--- config.mk ---
export PLATFORM = sky130hd
export DESIGN_NAME = adxl_sampler
export DESIGN_NICKNAME = d
export VERILOG_FILES = /design/src/rtl/adxl_pkg.sv /design/src/rtl/adxl_sampler_rate_tick.sv /design/src/rtl/adxl_sampler.sv
export SDC_FILE = /design/constraint.sdc
export NUM_CORES = 1
export LEC_CHECK = 0
export CORE_MARGIN = 2
export CORE_UTILIZATION = 45
export CTS_CLUSTER_DIAMETER = 50
export CTS_CLUSTER_SIZE = 8
export DETAILED_ROUTE_END_ITERATION = 12
export DONT_BUFFER_PORTS = 1
export GPL_ROUTABILITY_DRIVEN = 0
export PLACE_DENSITY = 0.71
export RECOVER_POWER = 100
export SLEW_MARGIN = 10
export SYNTH_ARGS = -nofsm -noshare
export SYNTH_HDL_FRONTEND = slang
export SYNTH_SLANG_ARGS = --single-unit
--- constraint.sdc ---
create_clock -name CLK100MHZ -period 7.8 [get_ports CLK100MHZ]
set_clock_uncertainty 0.1 [all_clocks]
set_input_delay 0.78 -clock CLK100MHZ [delete_from_list [all_inputs] [get_ports CLK100MHZ]]
set_output_delay 0.78 -clock CLK100MHZ [all_outputs]
set_load 0.1 [all_outputs]
--- src/rtl/adxl_pkg.sv ---
// adxl_pkg: shared types, register/command constants and byte-table helpers
// for the ADXL362 acquisition sequencer.
// Optional build macro: ADXL_STATUS_READ_EN (adds a STATUS byte to every burst).
package adxl_pkg;

  localparam logic [7:0] ADXL_CMD_WRITE     = 8'h0A;
  localparam logic [7:0] ADXL_CMD_READ      = 8'h0B;
  localparam logic [7:0] ADXL_REG_POWER_CTL = 8'h2D;
  localparam logic [7:0] ADXL_REG_XDATA     = 8'h08;
  localparam logic [7:0] ADXL_REG_STATUS    = 8'h0B;

  typedef enum logic [3:0] {
    ST_STARTUP,
    ST_W_CMD,
    ST_W_ADDR,
    ST_W_DATA,
    ST_IDLE,
    ST_R_CMD,
    ST_R_ADDR,
    ST_R_X,
    ST_R_Y,
    ST_R_Z,
`ifdef ADXL_STATUS_READ_EN
    ST_R_STAT,
`endif
    ST_PUBLISH
  } adxl_state_e;

  // Each byte state runs an ISSUE phase (waiting for the controller) then a WAIT phase.
  typedef enum logic {
    PH_ISSUE,
    PH_WAIT
  } adxl_phase_e;

  // True for states that move one byte over SPI.
  function automatic logic is_byte_state(input adxl_state_e s);
    logic r;
    case (s)
      ST_W_CMD, ST_W_ADDR, ST_W_DATA,
      ST_R_CMD, ST_R_ADDR, ST_R_X, ST_R_Y, ST_R_Z: r = 1'b1;
`ifdef ADXL_STATUS_READ_EN
      ST_R_STAT: r = 1'b1;
`endif
      default: r = 1'b0;
    endcase
    return r;
  endfunction

  // Byte placed on spi_tx while in state s. Data reads clock out zeros.
  function automatic logic [7:0] byte_tx(input adxl_state_e s, input logic [7:0] pwr_value);
    logic [7:0] b;
    case (s)
      ST_W_CMD:  b = ADXL_CMD_WRITE;
      ST_W_ADDR: b = ADXL_REG_POWER_CTL;
      ST_W_DATA: b = pwr_value;
      ST_R_CMD:  b = ADXL_CMD_READ;
      ST_R_ADDR: b = ADXL_REG_XDATA;
      default:   b = 8'h00;
    endcase
    return b;
  endfunction

  // Chip select stays asserted after every byte except the last of a transaction.
  function automatic logic byte_hold(input adxl_state_e s);
    logic h;
    case (s)
      ST_W_CMD, ST_W_ADDR,
      ST_R_CMD, ST_R_ADDR, ST_R_X, ST_R_Y: h = 1'b1;
`ifdef ADXL_STATUS_READ_EN
      ST_R_Z: h = 1'b1;
`endif
      default: h = 1'b0;
    endcase
    return h;
  endfunction

  // Successor of a byte state once its transfer completes.
  function automatic adxl_state_e next_byte_state(input adxl_state_e s);
    adxl_state_e n;
    case (s)
      ST_W_CMD:  n = ST_W_ADDR;
      ST_W_ADDR: n = ST_W_DATA;
      ST_W_DATA: n = ST_IDLE;
      ST_R_CMD:  n = ST_R_ADDR;
      ST_R_ADDR: n = ST_R_X;
      ST_R_X:    n = ST_R_Y;
      ST_R_Y:    n = ST_R_Z;
`ifdef ADXL_STATUS_READ_EN
      ST_R_Z:    n = ST_R_STAT;
      ST_R_STAT: n = ST_PUBLISH;
`else
      ST_R_Z:    n = ST_PUBLISH;
`endif
      default:   n = ST_STARTUP;
    endcase
    return n;
  endfunction

endpackage

--- src/rtl/adxl_sampler_rate_tick.sv ---
// rate_tick: free-running divider producing a registered one-cycle tick every
// CLK_FREQUENCY/RATE clocks while run is high; held at zero otherwise.
// Optional build macro of the enclosing design: ADXL_STATUS_READ_EN (no effect here).
module rate_tick #(
  parameter int unsigned CLK_FREQUENCY = 100_000_000,
  parameter int unsigned RATE          = 100
) (
  input  logic clk,
  input  logic rst_n,
  input  logic run,
  output logic tick
);

  localparam int unsigned PERIOD = (CLK_FREQUENCY / RATE > 0) ? CLK_FREQUENCY / RATE : 1;
  localparam int unsigned TERM   = PERIOD - 1;
  localparam int unsigned CW     = (TERM > 0) ? $clog2(TERM + 1) : 1;

  logic [CW-1:0] cnt_r;
  logic          tick_r;

  // Period counter; wraps at the terminal count and flags a tick there.
  always_ff @(posedge clk or negedge rst_n) begin
    if (!rst_n) begin
      cnt_r  <= '0;
      tick_r <= 1'b0;
    end else if (!run) begin
      cnt_r  <= '0;
      tick_r <= 1'b0;
    end else if (cnt_r == CW'(TERM)) begin
      cnt_r  <= '0;
      tick_r <= 1'b1;
    end else begin
      cnt_r  <= cnt_r + CW'(1);
      tick_r <= 1'b0;
    end
  end

  assign tick = tick_r;

endmodule

--- src/rtl/adxl_sampler.sv ---
// adxl_sampler: autonomous ADXL362 acquisition sequencer. After a power-up delay
// it writes POWER_CTL, then periodically burst-reads XDATA/YDATA/ZDATA and
// publishes the three bytes together with a one-cycle valid strobe.
// Optional build macro: ADXL_STATUS_READ_EN appends a STATUS byte to each burst
// and exposes it on sample_status.
module adxl_sampler
  import adxl_pkg::*;
#(
  parameter int unsigned CLK_FREQUENCY   = 100_000_000,
  parameter int unsigned SAMPLE_RATE     = 100,
  parameter int unsigned STARTUP_CYCLES  = 500_000,
  parameter logic [7:0]  POWER_CTL_VALUE = 8'h02
) (
  input  logic       CLK100MHZ,
  input  logic       CPU_RESETN,
  input  logic       enable,
  input  logic       spi_busy,
  input  logic       spi_done,
  input  logic [7:0] spi_rx,
  output logic       spi_start,
  output logic [7:0] spi_tx,
  output logic       spi_hold_cs,
  output logic       init_done,
  output logic [7:0] sample_x,
  output logic [7:0] sample_y,
  output logic [7:0] sample_z,
  output logic       sample_valid,
  output logic       sample_missed
`ifdef ADXL_STATUS_READ_EN
  ,
  output logic [7:0] sample_status
`endif
);

  localparam logic [31:0] STARTUP_LAST = (STARTUP_CYCLES == 0) ? 32'd0 : 32'(STARTUP_CYCLES - 1);

  logic [1:0]  rst_sync_r;
  logic        rst_n_s;
  logic        run_s;
  logic        tick_s;

  adxl_state_e state_r, state_n;
  adxl_phase_e phase_r, phase_n;
  logic [31:0] startup_cnt_r, startup_cnt_n;
  logic [7:0]  shadow_x_r, shadow_x_n;
  logic [7:0]  shadow_y_r, shadow_y_n;
  logic [7:0]  shadow_z_r, shadow_z_n;

  logic        spi_start_r, spi_start_n;
  logic [7:0]  spi_tx_r, spi_tx_n;
  logic        spi_hold_cs_r, spi_hold_cs_n;
  logic        init_done_r, init_done_n;
  logic [7:0]  sample_x_r, sample_x_n;
  logic [7:0]  sample_y_r, sample_y_n;
  logic [7:0]  sample_z_r, sample_z_n;
  logic        sample_valid_r, sample_valid_n;
  logic        sample_missed_r, sample_missed_n;
`ifdef ADXL_STATUS_READ_EN
  logic [7:0]  shadow_s_r, shadow_s_n;
  logic [7:0]  sample_status_r, sample_status_n;
`endif

  // Reset synchroniser: assertion is immediate, release is aligned to the clock.
  always_ff @(posedge CLK100MHZ or negedge CPU_RESETN) begin
    if (!CPU_RESETN) begin
      rst_sync_r <= 2'b00;
    end else begin
      rst_sync_r <= {rst_sync_r[0], 1'b1};
    end
  end

  assign rst_n_s = rst_sync_r[1];
  assign run_s   = init_done_r & enable;

  rate_tick #(
    .CLK_FREQUENCY(CLK_FREQUENCY),
    .RATE         (SAMPLE_RATE)
  ) u_rate_tick (
    .clk  (CLK100MHZ),
    .rst_n(rst_n_s),
    .run  (run_s),
    .tick (tick_s)
  );

  // Sequencer state and all registered outputs.
  always_ff @(posedge CLK100MHZ or negedge rst_n_s) begin
    if (!rst_n_s) begin
      state_r         <= ST_STARTUP;
      phase_r         <= PH_ISSUE;
      startup_cnt_r   <= 32'd0;
      shadow_x_r      <= 8'h00;
      shadow_y_r      <= 8'h00;
      shadow_z_r      <= 8'h00;
      spi_start_r     <= 1'b0;
      spi_tx_r        <= 8'h00;
      spi_hold_cs_r   <= 1'b0;
      init_done_r     <= 1'b0;
      sample_x_r      <= 8'h00;
      sample_y_r      <= 8'h00;
      sample_z_r      <= 8'h00;
      sample_valid_r  <= 1'b0;
      sample_missed_r <= 1'b0;
`ifdef ADXL_STATUS_READ_EN
      shadow_s_r      <= 8'h00;
      sample_status_r <= 8'h00;
`endif
    end else begin
      state_r         <= state_n;
      phase_r         <= phase_n;
      startup_cnt_r   <= startup_cnt_n;
      shadow_x_r      <= shadow_x_n;
      shadow_y_r      <= shadow_y_n;
      shadow_z_r      <= shadow_z_n;
      spi_start_r     <= spi_start_n;
      spi_tx_r        <= spi_tx_n;
      spi_hold_cs_r   <= spi_hold_cs_n;
      init_done_r     <= init_done_n;
      sample_x_r      <= sample_x_n;
      sample_y_r      <= sample_y_n;
      sample_z_r      <= sample_z_n;
      sample_valid_r  <= sample_valid_n;
      sample_missed_r <= sample_missed_n;
`ifdef ADXL_STATUS_READ_EN
      shadow_s_r      <= shadow_s_n;
      sample_status_r <= sample_status_n;
`endif
    end
  end

  // Next-state logic: startup delay, byte handshakes, shadow capture and publish.
  always_comb begin
    state_n         = state_r;
    phase_n         = phase_r;
    startup_cnt_n   = startup_cnt_r;
    shadow_x_n      = shadow_x_r;
    shadow_y_n      = shadow_y_r;
    shadow_z_n      = shadow_z_r;
    spi_start_n     = 1'b0;
    init_done_n     = init_done_r;
    sample_x_n      = sample_x_r;
    sample_y_n      = sample_y_r;
    sample_z_n      = sample_z_r;
    sample_valid_n  = 1'b0;
    // A tick that finds the sequencer busy is dropped, not queued.
    sample_missed_n = tick_s && (state_r != ST_IDLE);
`ifdef ADXL_STATUS_READ_EN
    shadow_s_n      = shadow_s_r;
    sample_status_n = sample_status_r;
`endif

    case (state_r)
      ST_STARTUP: begin
        if (startup_cnt_r >= STARTUP_LAST) begin
          state_n       = ST_W_CMD;
          phase_n       = PH_ISSUE;
          startup_cnt_n = 32'd0;
        end else begin
          startup_cnt_n = startup_cnt_r + 32'd1;
        end
      end
      ST_IDLE: begin
        if (tick_s && enable) begin
          state_n = ST_R_CMD;
          phase_n = PH_ISSUE;
        end else begin
          state_n = ST_IDLE;
        end
      end
      ST_PUBLISH: begin
        state_n = ST_IDLE;
      end
      default: begin
        if (!is_byte_state(state_r)) begin
          state_n = ST_STARTUP;
          phase_n = PH_ISSUE;
        end else if (phase_r == PH_ISSUE) begin
          // Stray spi_done here is a protocol error and is deliberately ignored.
          if (!spi_busy) begin
            spi_start_n = 1'b1;
            phase_n     = PH_WAIT;
          end else begin
            phase_n     = PH_ISSUE;
          end
        end else if (spi_done) begin
          phase_n = PH_ISSUE;
          state_n = next_byte_state(state_r);
          case (state_r)
            ST_W_DATA: init_done_n = 1'b1;
            ST_R_X:    shadow_x_n  = spi_rx;
            ST_R_Y:    shadow_y_n  = spi_rx;
            ST_R_Z:    shadow_z_n  = spi_rx;
`ifdef ADXL_STATUS_READ_EN
            ST_R_STAT: shadow_s_n  = spi_rx;
`endif
            default:   init_done_n = init_done_r;
          endcase
        end else begin
          phase_n = PH_WAIT;
        end
      end
    endcase

    // The publish cycle is the one where sample_valid is high; all axes move together.
    if (state_n == ST_PUBLISH) begin
      sample_valid_n  = 1'b1;
      sample_x_n      = shadow_x_n;
      sample_y_n      = shadow_y_n;
      sample_z_n      = shadow_z_n;
`ifdef ADXL_STATUS_READ_EN
      sample_status_n = shadow_s_n;
`endif
    end else begin
      sample_valid_n  = 1'b0;
    end

    // spi_tx/hold follow the byte state being entered so they are stable before spi_start.
    spi_tx_n      = byte_tx(state_n, POWER_CTL_VALUE);
    spi_hold_cs_n = byte_hold(state_n);
  end

  assign spi_start     = spi_start_r;
  assign spi_tx        = spi_tx_r;
  assign spi_hold_cs   = spi_hold_cs_r;
  assign init_done     = init_done_r;
  assign sample_x      = sample_x_r;
  assign sample_y      = sample_y_r;
  assign sample_z      = sample_z_r;
  assign sample_valid  = sample_valid_r;
  assign sample_missed = sample_missed_r;
`ifdef ADXL_STATUS_READ_EN
  assign sample_status = sample_status_r;
`endif

endmodule

* Word-level counts from Yosys, hierarchy flattened
Memory sizes are Yosys's and may differ from the RTL's. Cells that the tools add are included.
Word-level totals: bits in registers 121, bits in read-only memories 80, input port bits 13, output and inout bits 37, word-level logic and storage cells 91, memories kept 2
Memories:
- (name not given) | depth 16, bits a word 4, rd ports 1, clocked after memory_dff 0, wr ports 0, line adxl_pkg.sv:80 | case (s)
- (name not given) | depth 16, bits a word 1, rd ports 1, clocked after memory_dff 0, wr ports 0, line adxl_pkg.sv:38 | case (s)
Cells by class: $add $sub $neg 2, magnitude comparators 1, equality and inequality tests 18, mux-type cells 40, bitwise operators 3, reduce and logical (&&, ||, !) cells 7
Operators with widths (number):
- 8-bit 2-to-1 mux | 15
- 20-bit 2-to-1 mux | 2
- 32-bit by 1-bit adder with 32-bit output, second input constant | 1
- 32-bit by 19-bit greater-or-equal comparator with 1-bit output, second input constant | 1
- 32-bit 2-to-1 mux | 1
- 6-bit one-hot mux with 5 select lines | 1
- 20-bit by 1-bit adder with 20-bit output, second input constant | 1
- 20-bit equality test, second input constant | 1
- 4-bit by 3-bit equality test with 1-bit output, second input constant | 5
- 4-bit equality test, second input constant | 5
- 4-bit 2-to-1 mux | 4
- 1-bit 2-to-1 mux | 15
- 4-bit by 2-bit equality test with 1-bit output, second input constant | 3
- 4-bit one-hot mux with 3 select lines | 1
- 6-bit OR reduction | 1
- 5-bit AND reduction | 1
- 4-bit by 1-bit equality test with 1-bit output, second input constant | 1
- 4-bit zero test | 1
- 2-bit != test, second input constant | 2
- 4-bit by 3-bit != test with 1-bit output, second input constant | 1
- 1-bit one-hot mux with 3 select lines | 1
- 3-bit AND reduction | 1
- 3-bit OR reduction | 1
- 1-bit logical AND | 2
- 2 further kinds | 3

* Longest topological paths before layout
Gate-level depths: netlist of run 1.
word-level depth 8, gate-level depth with buffers 11, depth with buffers taken out 9

* Cells and area by module
A second synthesis of run 1 with hierarchy kept.
Unflattened totals: cell total of the unflattened synthesis 460, area, all modules 5317.6 um^2
Modules (own cells, without submodules):
- adxl_sampler | instances 1, cells each 350, area each 4190.3 um^2, seq. area each 2402.3 um^2
- rate_tick | instances 1, cells each 110, area each 1127.3 um^2, seq. area each 525.5 um^2

* Worst setup path before layout of run 1
OpenSTA, ideal clock, no wires.
path kind register to register, from register state_r[1], to register startup_cnt_r[20], library setup time 0.079 ns, data arrival time 2.557 ns, required time 7.621 ns, path slack 5.064 ns, cell stages (with the launch flop) 10, path buffers 2, period minus slack after synthesis 2.736 ns, cell sequence dfrtp_1 -> inv_1 -> ha_1 -> or3b_1 -> buf_2 -> or4_4 -> or2_1 -> buf_6 -> or3_1 -> a21oi_1
On the way: cells in the longest elaborated chain, start to end 1
Ends and longest elaborated chain:
- start: declaration | line adxl_sampler.sv:42 | adxl_state_e state_r, state_n;
- start signal: assignment | line adxl_sampler.sv:108 | state_r <= state_n;
- 4-bit zero test | line adxl_sampler.sv:151 | case (state_r)
- end signal: assignment | line adxl_sampler.sv:110 | startup_cnt_r <= startup_cnt_n;
- end: declaration | line adxl_sampler.sv:44 | logic [31:0] startup_cnt_r, startup_cnt_n;
No other way between the ends. A chain may end at the register's enable or synchronous reset.

* Final worst setup path of run 1
from register state_r[0], to register sample_y_r[1] (netlist: sample_y[1])
On the way: cells in the longest elaborated chain, start to end 6, elaborated cells on any way between the ends 19, those cells by class eq/ne: 4; mux: 11; reduce/logical: 2; memory: 2
Ends and longest elaborated chain:
- memory read 16 x 4 bit
- 4-bit 2-to-1 mux | line adxl_sampler.sv:184 | end else if (spi_done) begin
- 4-bit 2-to-1 mux | line adxl_sampler.sv:176 | end else if (phase_r == PH_ISSUE) begin
- 4-bit 2-to-1 mux | line adxl_sampler.sv:173 | if (!is_byte_state(state_r)) begin
- 4-bit one-hot mux with 3 select lines (*) | line adxl_sampler.sv:151
- via state_n[0] | line adxl_sampler.sv:42
- 4-bit equality test (*) | line adxl_sampler.sv:204 | if (state_n == ST_PUBLISH) begin
- end signal: assignment | line adxl_sampler.sv:119 | sample_y_r <= sample_y_n;
- end: declaration | line adxl_sampler.sv:54 | logic [7:0] sample_y_r, sample_y_n;
Mark *: on every way through the listed nets, which the timed path passes. The rest lies on a longest branch. The select of a mux whose other input is x is not followed.

==> results.yml, run 1 <==
critical_path:
  start_kind: "flip-flop"
  crit_top_cell: "inv_1"
  worstPathRequired_ns: 7.98
  slowest_stage: "or2_0"
  arrival_ns: 4.41
  end_kind: "flip-flop"
  worstPathMaxFanout: 25
  critical-path-max-stage-delay_ns: 1.38
  r2r_slack_ns: 3.57
  path_cells: "inv_1 -> ha_1 -> nor4b_1 -> nor2_1 -> o31a_1 -> and3_1 -> inv_1 -> or2_0 -> mux2_1"
  path_class: "flip-flop to flip-flop"
synthesis:
  synth-edff-count: 0
  ys_top_cells_by_area: "dfrtp_1 (56%), mux2_2 (5.4%), mux2_1 (5.2%)"
  synth_top_family_by_area: "simple AND/OR/NAND/NOR gates"
  async_flop_share_pct: 100
  synth_area_sq_mm: 0.00520
  ys_top_cells_by_count: "dfrtp_1 (117), nor2_1 (68), nand2_1 (26)"
  synth-simple-area-share_pct: 17.2
  synth.most_common_cell: "dfrtp_1"
  netlist_instances: 460
  yosysUniqueCellTypes: 56
  synthMuxAreaShare_pct: 10.8
  synth_top_area_share_pct: 56.3
  synthFlopType: "dfrtp_1"
  yosys_register_bits: 117
  yosysSeqAreaShare_pct: 56.3
  synthXorXnorAreaFrac_pct: 5.39
  synth_area_leader_cell: "dfrtp_1"
  yosysWarningCount: 0
  syn_area_per_cell_sq_um: 11.3
  synthAdderAreaFrac_pct: 1.44
  synth_compound_area_share_pct: 5.90
power_and_ir_drop:
  ir_drop_uv: 160
  p_leak_nw: 2.83
  power_density_mw_per_mm2: 318
global_routing:
  first_global_vias: 3508
  grt_overflow_total: 0
  grt_busiest_layer: "met2"
  antenna_found_initial: 0
  grt_pass1_wl_um: 17300
  grtUsageMet1_pct: 23.1
  grt_start_max_net_pins: 83
  use_met2_pct: 26.7
  grtUsageMet3_pct: 6.15
  grt.total_usage_pct: 17.4
final_layout:
  register_area_sq_mm: 0.00293
  fillCellCount: 991
  diodes: 0
  drive_gt1_share_pct: 9.03
  area_growth_pct: 12.9
  nets: 484
  multi_input_area_sq_mm: 0.00212
  fin_util_pct: 51.8
clock_tree:
  cts_tree: "done"
  cts.clk_slew.worst_paths_ns: 0.05
  clk_latency_ns: 0.41
  cts_htree_levels: 4
  clockRootBuffer: "clkbuf_16"
  cts.sinks: 117
  cts_buffers: 17
  clockBufferDepth: 2
placed_design:
  dpl.hpwl_um: 6600
  port_buffers: 0
job:
  maxCapViolations: 2
drt:
  antenna_left: 0
  vias_per_cell: 5.48
  drc_errors: 0
  drt_iter0_markers: 170
  drt_first_pass_iters: 4
  wl_per_cell_um: 16.0
  wl_um: 9920
  vias: 3391
sta:
  fin_crit_sh_pct: 54.2
  relSlewSlack_pct: -24.3
  setup_tns_ns: 0
  hold_viol: 0
  rsz0062_at_grt: "false"
  slew_viol_final: 27
  final-setup-viol-count: 0
  max_freq_mhz: 237
  worstMarginPinSlew_ns: 1.86
  fin_crit_ns: 4.23
min_path:
  hold_class: "flip-flop to flip-flop"
die:
  die-area_sq_mm: 0.0124
  core-area_sq_mm: 0.0113
  start_util_pct: 45.9
  boundaryPins: 50
  die_width_um: 111
  rows: 39
  die_height_um: 111
run_status:
  violations: "max-capacitance violations, max-slew violations"
  status: "finished, violations left"
[layer usage]
metal  up-vias  wire [um]
met5         -          0
met1      1688       4490
met2        76       4810
met3        16        436
met4         0        182
li1       1611          -
[final cells by class]
class,count,area share [%]
Tap cell,143,3.05
Inverter,10,0.640
Multi-Input combinational cell,317,36.1
Clock buffer,20,7.78
Sequential cell,117,49.9
Clock inverter,10,2.24
Timing Repair Buffer,2,0.299
[metrics by stage]
step                cells  hold slack (ns)  setup WS, ns  total power, mW  area, sq um
floorplan             462            0.231          4.20             1.04         5200
global placement      588            0.184          4.44             1.10         5290
detailed placement    588            0.185          4.36             1.11         5290
CTS                   619            0.189          4.34             1.88         5890
global route          619            0.266          3.27             1.94         5870
finish                619            0.265          3.57             1.86         5870
[critical path: cells and delay by family, from the launching register on]
| kind | cells | cell delay, ns |
|---|---|---|
| compound gates | 1 | 0.36 |
| fa+ha+maj | 1 | 0.24 |
| simple gates | 4 | 2.37 |
| flops | 1 | 0.41 |
| buf+inv | 2 | 0.21 |
| mux | 1 | 0.41 |
[cell usage in the layout (no fill, tap or decap), types with 6 or more instances in the layout]
cell / instances
clkbuf_16: 17
xnor2_1: 10
mux2_2: 10
inv_1: 10
nand2_1: 26
xor2_1: 22
nor2_1: 68
nor3_1: 6
a21oi_1: 12
nor2b_1: 7
dfrtp_1: 117
mux2_1: 39
and3_1: 10
o21ai_0: 7
ha_1: 6
nand3_1: 22
nand4_1: 10
[report_power, final]
part	switching (mW)	total, mW	internal [mW]
combinational	0.163	0.260	0.0966
clock	0.255	0.767	0.512
sequential	0.181	0.837	0.656
[what timing repair did]
item,CTS,global route
hold buffers,1,0
buffers inserted,0,0
gates resized for setup,0,0
endpoints found under the hold margin,2,0
[state kept, by name (all words and copies together), names as in the netlist]
register	flops
init_done	1
phase_r	1
rst_sync_r	2
sample_missed	1
sample_valid	1
sample_x	8
sample_y	8
sample_z	8
shadow_x_r	8
shadow_y_r	8
shadow_z_r	8
spi_hold_cs	1
spi_start	1
spi_tx	4
startup_cnt_r	32
state_r	4
u_rate_tick.cnt_r	20
u_rate_tick.tick	1
[worst paths after layout]
| check | to | start | cells after the start |
|---|---|---|---|
| setup / recovery | sample_y[1] | state_r[0] | 9 |
| hold / removal | rst_sync_r[1] | rst_sync_r[0] | 0 |
| setup reg to reg | sample_y[1] | state_r[0] | 9 |
| hold reg to reg | rst_sync_r[1] | rst_sync_r[0] | 0 |
| max in group asynchronous | spi_hold_cs | rst_sync_r[1] | 1 |
| min in group asynchronous | u_rate_tick.cnt_r[3] | rst_sync_r[1] | 0 |
[logic make-up (layout without fill, tap and decap cells)]
| family | count (synthesis) | after routing |
|---|---|---|
| and+or+nand+nor | 179 | 179 |
| AOI/OAI and AO/OA | 46 | 46 |
| adders and majority gates | 6 | 6 |
| other | 2 | 4 |
| xor gates and xnor gates | 32 | 32 |
| DFF | 117 | 117 |
| buffers and inverters | 28 | 42 |
| muxes | 50 | 50 |
Note: power is estimated with default switching activity, not from simulation.
==> run 2, diff against run 1 <==
clock period = 4 ns   (was 7.8 ns; I/O delays follow)
==> run 2 against run 1 <==
Via count is 0.12% higher. First-iteration DRC count is 31% higher. Core utilization is 0.65 points higher. Fmax is 31% higher. Die area stayed put. Combinational power is 89% higher. The run still ends with max-capacitance violations, max-slew violations left. Register-to-register slack worse by 2.8 ns. Total power is 98% higher. Largest power group unchanged. Cell area is 1.3% higher. Largest cell class unchanged. Clock power is 100% higher.
==> results.yml, run 2 (synthesized netlist as in run 1, its figures left out) <==
die:
  die-area_sq_mm: 0.0124
  start_util_pct: 45.9
  rows: 39
  boundaryPins: 50
  die_height_um: 111
  core-area_sq_mm: 0.0113
  die_width_um: 111
final_layout:
  diodes: 0
  mostFrequentLayoutCell: "dfrtp_1"
  drive_gt1_share_pct: 10.6
  instances_no_fill: 626
  nets: 489
  top_register: "startup_cnt_r"
  area_growth_pct: 14.3
  final_cell_mix: "dfrtp_1 (117), nor2_1 (68), mux2_1 (37), nand2_1 (26)"
  top_regs: "startup_cnt_r (32), u_rate_tick.cnt_r (20)"
  largest_reg_flops: 32
drt:
  drt_iter0_markers: 222
  drt_first_pass_iters: 5
  vias_per_cell: 5.42
  wl_um: 9940
  wl_per_cell_um: 15.9
  antenna_left: 0
  drc_errors: 0
  vias: 3395
global_routing:
  grt.total_usage_pct: 17.0
  antenna_found_initial: 0
  first_global_vias: 3392
  grt_overflow_total: 0
  grt_start_max_net_pins: 52
  grt_pass1_wl_um: 16800
sta:
  hold_viol: 0
  max_freq_mhz: 309
  slew_viol_final: 53
  setup_slack_ns: 0.764
  final-setup-viol-count: 0
  worstMarginPinSlew_ns: 2.06
  whs_ns: 0.0425
  rsz0062_at_grt: "false"
  fin_crit_ns: 3.24
  setup_tns_ns: 0
  fin_crit_sh_pct: 80.9
  relSlewSlack_pct: -37.3
critical_path:
  worstPathMaxFanout: 9
  arrival_ns: 3.46
  end_kind: "flip-flop"
  worstPathRequired_ns: 4.22
  path_class: "flip-flop to flip-flop"
  start_kind: "flip-flop"
power_and_ir_drop:
  ir_drop_uv: 392
  p_int_mw: 2.51
  p_leak_nw: 2.85
  netSwitchingPower_mw: 1.19
  switching_share_pct: 32.1
  seq_power_share_pct: 44.2
  power_frac_comb_pct: 13.3
  power_mw: 3.70
  clkPwrFrac_pct: 42.5
  power_density_mw_per_mm2: 623
placed_design:
  port_buffers: 0
  dp_slack_ns: 1.02
  dp_cells: 591
  dpl.hpwl_um: 6490
clock_tree:
  clockBufferDepth: 2
  cts_htree_levels: 4
  cts_tree: "done"
  clk_latency_ns: 0.41
  cts_buffers: 17
  cts.sinks: 117
  cts_resized: 0
  cts.clk_slew.worst_paths_ns: 0.06
  clockRootBuffer: "clkbuf_16"
run_status:
  status: "finished, violations left"
  violations: "max-capacitance violations, max-slew violations"
job:
  maxCapViolations: 2
min_path:
  hold_class: "input port to flip-flop"
-- run 2: per-stage QoR --
| step | utilization [%] | instance area, sq um |
|---|---|---|
| after global placement | 46.9 | 5310 |
| after CTS | 52.7 | 5970 |
| after detailed placement | 46.9 | 5310 |
| after floorplan | - | 5200 |
| after global routing | 52.5 | 5940 |
| final | 52.5 | 5940 |
-- run 2: final timing paths --
path,from,to,slack (ns),cells after the start
max in group asynchronous,rst_sync_r[1],shadow_y_r[1],1.25,1
setup reg to reg,state_r[1],startup_cnt_r[28],0.76,8
hold reg to reg,rst_sync_r[0],rst_sync_r[1],0.26,0
setup / recovery,state_r[1],startup_cnt_r[28],0.76,8
min in group asynchronous,CPU_RESETN,rst_sync_r[0],0.12,1
hold / removal,spi_rx[6],shadow_x_r[6],0.04,1
-- run 2: power by group through the flow --
stage / clock network, mW / logic [mW] / registers (mW)
floorplan: 0 / 0.428 / 1.61
global placement: 0 / 0.481 / 1.65
CTS: 1.60 / 0.499 / 1.64
detailed placement: 0 / 0.490 / 1.66
finish: 1.57 / 0.491 / 1.63
global route: 1.65 / 0.551 / 1.65
-- run 2: final cells by class --
type,count,area [sq um]
Sequential cell,117,2930
Multi-Input combinational cell,317,2120
Fill cell,969,5380
Timing Repair Buffer,7,51.3
Clock buffer,21,480
Clock inverter,11,148
Tap cell,143,179
Inverter,10,37.5
-- run 2: worst max-delay path: stages, from the launching register on --
cell	delay, ns
dfrtp_1	0.44
inv_1	0.14
ha_1	0.27
or3b_1	0.50
or4_1	0.61
or2_0	0.39
nor3_1	0.44
a31oi_1	0.14
nor2_1	0.10
-- run 2: what timing repair did --
item,in CTS,in global routing
hold buffers,3,0
endpoints found under the hold margin,4,0
setup buffers,0,0
-- run 2: layer usage --
metal | track usage (%) | vias to the layer above | routed length (um)
met4 | 7.41 | 0 | 198
met2 | 27.1 | 73 | 4880
met3 | 5.82 | 14 | 487
li1 | - | 1607 | -
met5 | 0 | - | 0
met1 | 21.4 | 1701 | 4380
